===== src/rtl/ped_timer_pkg.sv =====
// rtl/ped_timer_pkg.sv - command codes, state encoding and helpers for ped_timer
package ped_timer_pkg;

    localparam logic [3:0] SEL_NULL = 4'b0000;
    localparam logic [3:0] SEL_T1   = 4'b0001;
    localparam logic [3:0] SEL_T2   = 4'b0010;
    localparam logic [3:0] SEL_T3   = 4'b0011;
    localparam logic [3:0] SEL_T4   = 4'b0100;
    localparam logic [3:0] SEL_STOP = 4'b1111;

    typedef enum logic {
        ST_IDLE = 1'b0,
        ST_RUN  = 1'b1
    } state_t;

    // Expiry pulse pattern for a latched timer index (0..3 -> T1..T4).
    function automatic logic [3:0] idx_onehot(input logic [1:0] idx);
        logic [3:0] oh;
        oh = 4'b0000;
        oh[idx] = 1'b1;
        return oh;
    endfunction

endpackage


===== src/rtl/tick_gen.sv =====
// rtl/tick_gen.sv - prescaler emitting one tick every PRESCALE cycles
//
// Ports:
//   clk   - system clock
//   reset - asynchronous active-high reset
//   clear - hold/restart the prescaler at 0 this edge
//   tick  - combinational; high in the last cycle of each PRESCALE period,
//           so the consuming edge is exactly PRESCALE edges after the clear
module tick_gen #(
    parameter int PRESCALE = 1000
) (
    input  logic clk,
    input  logic reset,
    input  logic clear,
    output logic tick
);

    localparam int PW = (PRESCALE > 1) ? $clog2(PRESCALE) : 1;
    localparam logic [PW-1:0] LAST = PW'(PRESCALE - 1);

    logic [PW-1:0] pre;

    assign tick = !clear && (pre == LAST);

    always_ff @(posedge clk or posedge reset) begin
        if (reset) begin
            pre <= '0;
        end else if (clear || tick) begin
            pre <= '0;
        end else begin
            pre <= pre + 1'b1;
        end
    end

endmodule


===== src/rtl/ped_timer.sv =====
// rtl/ped_timer.sv - four-preset unit timer with retrigger, stop and one-cycle expiry pulses
//
// Ports:
//   clk   - system clock
//   reset - asynchronous active-high reset
//   sel   - command code (NULL, T1..T4, STOP; others ignored)
//   ld    - load strobe qualifying the start codes (STOP acts without it)
//   T     - registered one-cycle expiry pulse, bit i-1 for timer i
//   busy  - registered, high while a timer is running
module ped_timer
    import ped_timer_pkg::*;
#(
    parameter int PRESCALE = 1000,
    parameter int T1_UNITS = 5,
    parameter int T2_UNITS = 10,
    parameter int T3_UNITS = 15,
    parameter int T4_UNITS = 20,
    parameter int CNT_W    = 16
) (
    input  logic       clk,
    input  logic       reset,
    input  logic [3:0] sel,
    input  logic       ld,
    output logic [3:0] T,
    output logic       busy
);

    state_t           state_q, state_d;
    logic [CNT_W-1:0] cnt_q, cnt_d;
    logic [1:0]       idx_q, idx_d;
    logic [3:0]       t_q, t_d;

    logic             is_start;
    logic             is_stop;
    logic [CNT_W-1:0] start_units;
    logic [1:0]       start_idx;
    logic             pre_clear;
    logic             tick;

    // Decode the command once; unused codes fall through as "no command".
    always_comb begin
        is_start    = 1'b0;
        start_units = '0;
        start_idx   = 2'd0;
        unique case (sel)
            SEL_T1: begin is_start = ld; start_units = CNT_W'(T1_UNITS); start_idx = 2'd0; end
            SEL_T2: begin is_start = ld; start_units = CNT_W'(T2_UNITS); start_idx = 2'd1; end
            SEL_T3: begin is_start = ld; start_units = CNT_W'(T3_UNITS); start_idx = 2'd2; end
            SEL_T4: begin is_start = ld; start_units = CNT_W'(T4_UNITS); start_idx = 2'd3; end
            default: ;
        endcase
    end

    assign is_stop = (sel == SEL_STOP);

    // Prescaler only runs while an uninterrupted timer is in progress; any
    // command (or idling) restarts it so a new period starts from the command edge.
    assign pre_clear = (state_q != ST_RUN) || is_start || is_stop;

    tick_gen #(
        .PRESCALE (PRESCALE)
    ) u_tick_gen (
        .clk   (clk),
        .reset (reset),
        .clear (pre_clear),
        .tick  (tick)
    );

    always_ff @(posedge clk or posedge reset) begin
        if (reset) begin
            state_q <= ST_IDLE;
            cnt_q   <= '0;
            idx_q   <= 2'd0;
            t_q     <= 4'b0000;
        end else begin
            state_q <= state_d;
            cnt_q   <= cnt_d;
            idx_q   <= idx_d;
            t_q     <= t_d;
        end
    end

    // Commands take priority over an expiry on the same edge, which is what
    // suppresses the old pulse on retrigger or stop.
    always_comb begin
        state_d = state_q;
        cnt_d   = cnt_q;
        idx_d   = idx_q;
        t_d     = 4'b0000;
        if (is_stop) begin
            state_d = ST_IDLE;
            cnt_d   = '0;
        end else if (is_start) begin
            state_d = ST_RUN;
            cnt_d   = start_units;
            idx_d   = start_idx;
        end else if (state_q == ST_RUN && tick) begin
            if (cnt_q == CNT_W'(1)) begin
                state_d = ST_IDLE;
                cnt_d   = '0;
                t_d     = idx_onehot(idx_q);
            end else begin
                cnt_d = cnt_q - 1'b1;
            end
        end
    end

    assign T    = t_q;
    assign busy = (state_q == ST_RUN);

endmodule


===== config.mk =====
export PLATFORM = sky130hd
export DESIGN_NAME = ped_timer
export DESIGN_NICKNAME = d
export VERILOG_FILES = /design/src/rtl/ped_timer_pkg.sv /design/src/rtl/tick_gen.sv /design/src/rtl/ped_timer.sv
export SDC_FILE = /design/constraint.sdc
export NUM_CORES = 1
export LEC_CHECK = 0
export BUFFER_PORTS_ARGS = -buffer_cell sky130_fd_sc_hd__clkbuf_2
export CORE_UTILIZATION = 38
export DETAILED_ROUTE_END_ITERATION = 12
export GPL_TIMING_DRIVEN = 0
export PLACE_DENSITY = 0.59
export SLEW_MARGIN = 10
export SYNTH_ARGS = -nofsm -noshare
export SYNTH_HDL_FRONTEND = slang
export SYNTH_SLANG_ARGS = --single-unit

===== constraint.sdc =====
create_clock -name clk -period 2.45 [get_ports clk]
set_clock_uncertainty 0.15 [all_clocks]
set_input_delay 0.1225 -clock clk [delete_from_list [all_inputs] [get_ports clk]]
set_output_delay 0.1225 -clock clk [all_outputs]
set_load 0.05 [all_outputs]

==> reports/summary.md, run 1 <==
The remaining design rule violation count is 0, and the number of setup violations in the final report is 0. The final worst-path cycle share is 0.954, and the clock network latency to the later pin of the worst-skew pair is 0.29 ns. Once layout is done, the placed cells without fillers occupy 2150 um2. The tools report the clock sink total as 33. In this run the static leakage power is 0.947 nW. Power spread over the standard cell area amounts to 594 nW/um2.

The first global-routing pass estimated 7180 um of wire. The routed design has 4230 um of wire. Input and output buffers added on the ports amount to 8. STA puts the critical path data required time at 2.48 ns. The final number of hold-violating endpoints was 0.

The library cell used as clock root buffer is sky130_fd_sc_hd__clkbuf_8. In the final routed layout, each cell accounts on average for 15.0 um. The synthesized design contains 0 enable-type register cells.

Based on the critical path, the design can be clocked at up to 428 MHz. The post-placement cell count was 268. For the global routing usage summed across all routing layers, the log shows 0.181. In this run the count of I/O pins placed on the die edge is 12. Dominant synthesized flop cell: sky130_fd_sc_hd__dfrtp_1. In this run the worst hold path is classified as input pin to flip-flop. On the critical path, the stage with the largest delay is an instance of sky130_fd_sc_hd__or4_1. The run gives 0 as the final-report max-slew violation count. The vertical die dimension came out at 71.7 um. The number of instances in the synthesized netlist was 206; the minimum period implied by the final worst setup slack was 2.34 ns.

In this design, the critical path's most frequently occurring cell is sky130_fd_sc_hd__buf_4. After synthesis, the netlist uses 46 different library cells. The die extent in x came out at 71.7 um. The post-synthesis sequential area ratio is 0.447. Utilization after layout: 0.459. The run finished with clean final reports. Across the VDD grid, the largest voltage drop is 0.000396 V.

Excluding fillers, the count of instances in the completed layout stands at 283. The tools report the number of nets with antenna violations after routing as 0. Before CTS, the worst setup slack after placement is -0.173 ns.

Global routing finished with a remaining overflow of 0. The share of synthesized flip-flops with an asynchronous set or reset is 1.00. The average size of a mapped cell was 8.97 um2; the aggregate negative setup slack was 0 ns.

The number of global-route vias before repair is 1497, and the half-perimeter wire length after placement is 2880 um. The share of layout cells above drive strength 1 came out at 0.170. TritonCTS built the clock tree. The total number of vias was 1612; the routability-driven placement congestion ratio was 0.797. The cell area after technology mapping is 1850 um2, and the floorplan die area is 5150 um2.

The critical path goes through or4_1, buf_4, nor4_4, buf_4, buf_4, a21oi_2, buf_4, o221ai_1, nand2_1. The tools report the startpoint class of the critical path as a flip-flop. The run gives 216 as the synthesized netlist net count. The tool flagged a number of max-cap violations equal to 0. The worst setup path is of the flip-flop to flip-flop kind. The largest driver fanout on the critical path is 7.

Entering global routing, the biggest net connects 34 pins. No sink is reached through more buffers than the 2 on the longest clock path. The initial antenna violation count was 0; the synthesis-stage register bit count was 33.

0 antenna diodes ended up in the layout. The largest single stage delay on the critical path is 0.51 ns. Across all setup checks in the final design, the least slack found is 0.114 ns. The worst path arrival time is 2.36 ns. Row generation in the floorplan step produced 25 rows. Starting utilization of the core area: 0.394.

In the routed layout, each cell is associated on average with a via count of 5.70. The detailed-routing iteration count for the pre-antenna-repair pass is 4. In this run, CTS created clock tree buffers numbering 5. Across all hold checks on the routed design, the worst slack comes to 0.0134 ns. Summing internal, switching and leakage power gives 1.28 mW.

Signed area change from the synthesized netlist to the final layout: 16.5%. The logs give 4690 um2 for the core area and 0.529 for the relative slew slack. The number of nets in the final layout was 238.

Yosys printed 0 warnings. The cell area after placement was 1960 um2. Nature of the critical path endpoint: a flip-flop.

The DRC violation total after the first TritonRoute iteration came out at 105. The clock tree synthesis step divided the H-tree into 2 levels. The clock transition at the registers of the reported paths is 0.07 ns. For the pin with the worst max-slew slack, the measured transition is 0.706 ns.
## layout by cell type, fill, tap and decap left out, types with 3 or more instances in the layout
cell type / count
sky130_fd_sc_hd__dfrtp_1: 33
sky130_fd_sc_hd__nor2_1: 22
sky130_fd_sc_hd__nand2_1: 19
sky130_fd_sc_hd__a21oi_1: 12
sky130_fd_sc_hd__nand3_1: 11
sky130_fd_sc_hd__o21ai_0: 10
sky130_fd_sc_hd__clkbuf_2: 9
sky130_fd_sc_hd__buf_4: 8
sky130_fd_sc_hd__nor3_1: 7
sky130_fd_sc_hd__inv_1: 7
sky130_fd_sc_hd__xor2_1: 6
sky130_fd_sc_hd__or4_1: 5
sky130_fd_sc_hd__clkbuf_1: 5
sky130_fd_sc_hd__clkbuf_8: 5
sky130_fd_sc_hd__and3_1: 4
sky130_fd_sc_hd__nor4_1: 3
sky130_fd_sc_hd__nor3b_1: 3
sky130_fd_sc_hd__nor2b_1: 3
sky130_fd_sc_hd__nor3_2: 3
sky130_fd_sc_hd__a32o_1: 3
sky130_fd_sc_hd__xnor2_1: 3
## routing by layer
metal / share of wire / global-route usage / up-vias
met4: 0.019 / 0.0719 / 0
met5: 0 / 0 / -
met2: 0.43 / 0.264 / 16
li1: - / - / 802
met1: 0.52 / 0.262 / 787
met3: 0.023 / 0.0380 / 7
## worst max-delay path: cells and delay by family (launching register included)
kind,cells,cell delay [ns]
AO/OA/AOI/OAI,2,0.25
buffers and inverters,4,0.64
flip-flops,1,0.40
AND/OR/NAND/NOR,3,0.77
## power breakdown
part           internal [mW]  switching (mW)
registers              0.576          0.0450
clock network          0.197           0.208
logic                 0.0916           0.162
total                  0.865           0.414
## final cells by class
class / count / area (um2)
Multi-Input combinational cell: 156 / 1000
Timing Repair Buffer: 17 / 113
Sequential cell: 33 / 826
Clock inverter: 2 / 10.0
Clock buffer: 6 / 72.6
Tap cell: 54 / 67.6
Fill cell: 481 / 2540
Buffer: 7 / 35.0
Inverter: 8 / 30.0
## registers in the layout (all words and copies together) (netlist names)
name / cells
idx_q: 2
u_tick_gen.pre: 10
cnt_q: 16
T: 4
busy: 1
## synth_stat cells, drive strengths merged (3+ instances only)
cell / n / area (um2)
o21ai: 10 / 50.1
and2: 3 / 18.8
nor4: 4 / 40.0
xnor2: 3 / 26.3
a21oi: 13 / 65.1
xor2: 6 / 52.6
ha: 3 / 37.5
or3: 3 / 23.8
inv: 8 / 30.0
nor2b: 3 / 18.8
nor3: 11 / 55.1
or4: 6 / 45.0
and3: 4 / 25.0
nand2: 20 / 82.6
a32o: 3 / 30.0
nand3: 12 / 60.1
dfrtp: 33 / 826
nor3b: 3 / 22.5
nor2: 22 / 82.6
clkbuf: 9 / 35.0
## cells by family (layout without fill, tap and decap cells)
group,count (synthesis),in the layout,synth area share
and+or+nand+nor,98,98,0.285
xor gates and xnor gates,9,9,0.0427
adders and majority gates,3,3,0.0203
DFF,33,33,0.447
buffers and inverters,17,40,0.0352
AOI/OAI and AO/OA,46,46,0.170
## path summary, 6_finish.rpt
path / start / to / slack (ns) / cells past startpoint
worst min register to register: u_tick_gen.pre[0]$_DFF_PP0_ / u_tick_gen.pre[0]$_DFF_PP0_ / 0.35 / 1
worst min-delay path: sel[3] / cnt_q[0]$_DFFE_PP0P_ / 0.01 / 4
worst max-delay path: cnt_q[7]$_DFFE_PP0P_ / cnt_q[0]$_DFFE_PP0P_ / 0.11 / 9
min in group asynchronous: reset / u_tick_gen.pre[9]$_DFF_PP0_ / 0.32 / 3
max in group asynchronous: reset / cnt_q[8]$_DFFE_PP0P_ / 1.37 / 3
worst max register to register: cnt_q[7]$_DFFE_PP0P_ / cnt_q[0]$_DFFE_PP0P_ / 0.11 / 9
## repair_timing
item	in CTS	in global routing
endpoints found under the setup margin	14	18
endpoints found under the hold margin	34	0
gates resized for setup	6	11
pin swaps	1	1
hold buffers	2	0
setup buffers	4	3
Note: power is estimated with default switching activity, not from simulation.
==> inputs of run 2 (changes only) <==
--- a/config.mk
+++ b/config.mk
@@ -9,7 +9,7 @@
 export CORE_UTILIZATION = 38
 export DETAILED_ROUTE_END_ITERATION = 12
 export GPL_TIMING_DRIVEN = 0
-export PLACE_DENSITY = 0.59
+export PLACE_DENSITY = 0.57
 export SLEW_MARGIN = 10
 export SYNTH_ARGS = -nofsm -noshare
 export SYNTH_HDL_FRONTEND = slang
==> constraint.sdc (replaced) <==
create_clock -name clk -period 2.4 [get_ports clk]
set_clock_uncertainty 0.15 [all_clocks]
set_input_delay 0.12 -clock clk [delete_from_list [all_inputs] [get_ports clk]]
set_output_delay 0.12 -clock clk [all_outputs]
set_load 0.05 [all_outputs]
==> reports/summary.md, run 2 (synthesis results as in run 1) <==
The final-layout worst hold slack came out at 0.0206 ns. The via density per instance came out at 5.60. The reported net switching power was 0.436 mW; the first-pass GRT wire length was 7340 um.

Based on the critical path, the design can be clocked at up to 434 MHz. For this run, the slowest stage of the critical path takes 0.54 ns. For the total number of vias, the log shows 1591. The critical path goes through or4_4, buf_6, or4_1, nor3_1, o21ai_0, a32o_1. The tools report the clock network power share as 0.349.

Setup repair after global routing left no endpoint under its margin. The tools report the cell area after placement as 1960 um2. The sequential cells in the finished layout cover a total of 826 um2. The nature of the critical path endpoint was a flip-flop. Number of global-route vias before repair: 1513. The library cell used most frequently in the layout, excluding fill and tap cells, is sky130_fd_sc_hd__dfrtp_1.

The tools report the library cell used as clock root buffer as sky130_fd_sc_hd__clkbuf_8. Summed over all nets, the half-perimeter wirelength after detailed placement is 2840 um. The share of layout cells above drive strength 1 works out to 0.200. The tools report the required time reported for the critical path endpoint as 2.44 ns. The class of the tightest hold or removal check was input pin to flip-flop.

The run gives 2220 um2 as the post-layout instance area. The area of the multi-input gates is 1040 um2. Critical-path cell with the highest stage delay: sky130_fd_sc_hd__or4_4. The tool flagged a number of max-cap violations equal to 0.

The final worst-path cycle share was 0.960; the final-report max-slew violation count was 0. The worst path arrival time is 2.34 ns. From left edge to right edge, the die measures 71.7 um.

The first detailed-routing pass ran for 4 iterations. The run gives 0 as the final number of hold-violating endpoints. For the antenna diode count, the log shows 0.

The signed area change from the synthesized netlist to the final layout was 20.4%. The tools report the number of buffers added by the clock tree synthesis step as 5. Clock-pin slew was measured on the worst setup and hold paths at 0.07 ns. Initial antenna violation count: 0. STA classifies the critical path startpoint as a flip-flop. The logs give 92 for the DRC violation total after the first TritonRoute iteration and 4690 um2 for the core area.

The net switching share of the total power came out at 0.316. Utilization after layout: 0.474. Register name with the most flops: cnt_q.

The peak supply drop was 0.000417 V. Standard-cell row count: 25. The critical path in this run is classified as flip-flop to flip-flop.

The register with the most flip-flops in the layout has 16 of them. The minimum period implied by the final worst setup slack came out at 2.31 ns. The H-tree was split into 2 levels.

The run finished with clean final reports. The fraction of power consumed by sequential logic came out at 0.460. For the global routing usage summed across all routing layers, the log shows 0.185. In the layout the commonest cells are 33 x sky130_fd_sc_hd__dfrtp_1, 22 x sky130_fd_sc_hd__nor2_1, 19 x sky130_fd_sc_hd__nand2_1. For this block, the routed nets add up to 4260 um of wire. In this run the remaining antenna-violating nets after routing total 0. Dividing total power by cell area gives a power density of 620 nW/um2. Cell internal power was estimated by the tool at 0.943 mW. The tools report the relative slew slack as 0.522. TritonCTS built the clock tree.

The number of port buffers is 8. After routing, the total negative slack on setup checks comes to 0 ns. The vertical die dimension is 71.7 um, and the average wire length per cell after detail routing is 15.0 um. The slew of the pin with the lowest slew margin was 0.716 ns. Clock sink total: 33. For this design the static power due to leakage is 0.963 nW.

Entering global routing, the biggest net connects 34 pins. The number of filler cells placed in the layout is 469. No sink is reached through more buffers than the 2 on the longest clock path. Setup violations remaining at the end of the flow were counted as 0. The remaining design rule violation count was 0; the largest driver fanout on the critical path was 5. At the later pin of the worst-skew pair, clock insertion delay measures 0.29 ns.

The die covers 5150 um2. For this run the aggregate overflow at the end of global routing stands at 0. In the final design database the tool counted 239 nets. 12 I/O pins were placed. The combinational cell fraction of total power was 0.191. The starting utilization of the core area was 0.394; the routability-driven placement congestion ratio was 0.775.
-- run 2: cell types whose count changed in the layout (fill, tap and decap cells not counted), sizes merged --
| cell | previous run | this run |
|---|---|---|
| clkbuf | 20 | 21 |
| clkinv | 2 | 1 |
| buf | 8 | 9 |
-- run 2: worst paths after layout --
path | startpoint | end | slack (ns) | depth (start not counted)
worst max-delay path | cnt_q[6]$_DFFE_PP0P_ | cnt_q[14]$_DFFE_PP0P_ | 0.09 | 6
max in group asynchronous | reset | cnt_q[4]$_DFFE_PP0P_ | 1.31 | 3
worst max register to register | cnt_q[6]$_DFFE_PP0P_ | cnt_q[14]$_DFFE_PP0P_ | 0.09 | 6
worst min register to register | u_tick_gen.pre[0]$_DFF_PP0_ | u_tick_gen.pre[0]$_DFF_PP0_ | 0.35 | 1
min in group asynchronous | reset | u_tick_gen.pre[7]$_DFF_PP0_ | 0.33 | 3
worst min-delay path | sel[3] | busy$_DFFE_PP0P_ | 0.02 | 3
-- run 2: what timing repair did --
action                                  in CTS  in global routing
hold buffers                                 2                  0
buffers inserted                             3                  5
cloned                                       0                  0
hold endpoints to repair                    34                  0
gates resized for setup                      9                 15
pin swaps                                    3                  3
endpoints found under the setup margin      15                 16
-- run 2: power groups by stage --
stage	clock network, mW	logic (mW)	registers, mW
after floorplan	0	0.184	0.642
after global placement	0	0.244	0.642
after detailed placement	0	0.245	0.642
after CTS	0.487	0.250	0.633
after global routing	0.509	0.303	0.640
final	0.481	0.263	0.635
-- run 2: area by class of cell --
cell class | count | area share
Sequential cell | 33 | 0.371
Clock inverter | 1 | 0.00225
Multi-Input combinational cell | 156 | 0.467
Timing Repair Buffer | 18 | 0.0557
Buffer | 7 | 0.0169
Clock buffer | 7 | 0.0433
Tap cell | 54 | 0.0304
Inverter | 8 | 0.0135
-- run 2: metal layers --
layer,vias to the layer above,global-route usage,share of wire
met4,0,0.0741,0.016
met1,755,0.266,0.51
li1,800,-,-
met2,30,0.268,0.43
met5,-,0,0
met3,6,0.0436,0.046
-- run 2: through the flow --
step	power (mW)	setup WS, ns	std cells
floorplan	0.826	0.132	206
global placement	0.886	-0.204	268
detailed placement	0.887	-0.203	268
CTS	1.37	0.00317	281
global route	1.45	0.00279	284
finish	1.38	0.0950	284
-- run 2: worst max-delay path: cells and delay by family, from the launching register on --
family / cells / cell delay, ns
AND/OR/NAND/NOR: 3 / 1.15
flip-flops: 1 / 0.39
buffers and inverters: 1 / 0.15
AO/OA/AOI/OAI: 2 / 0.39
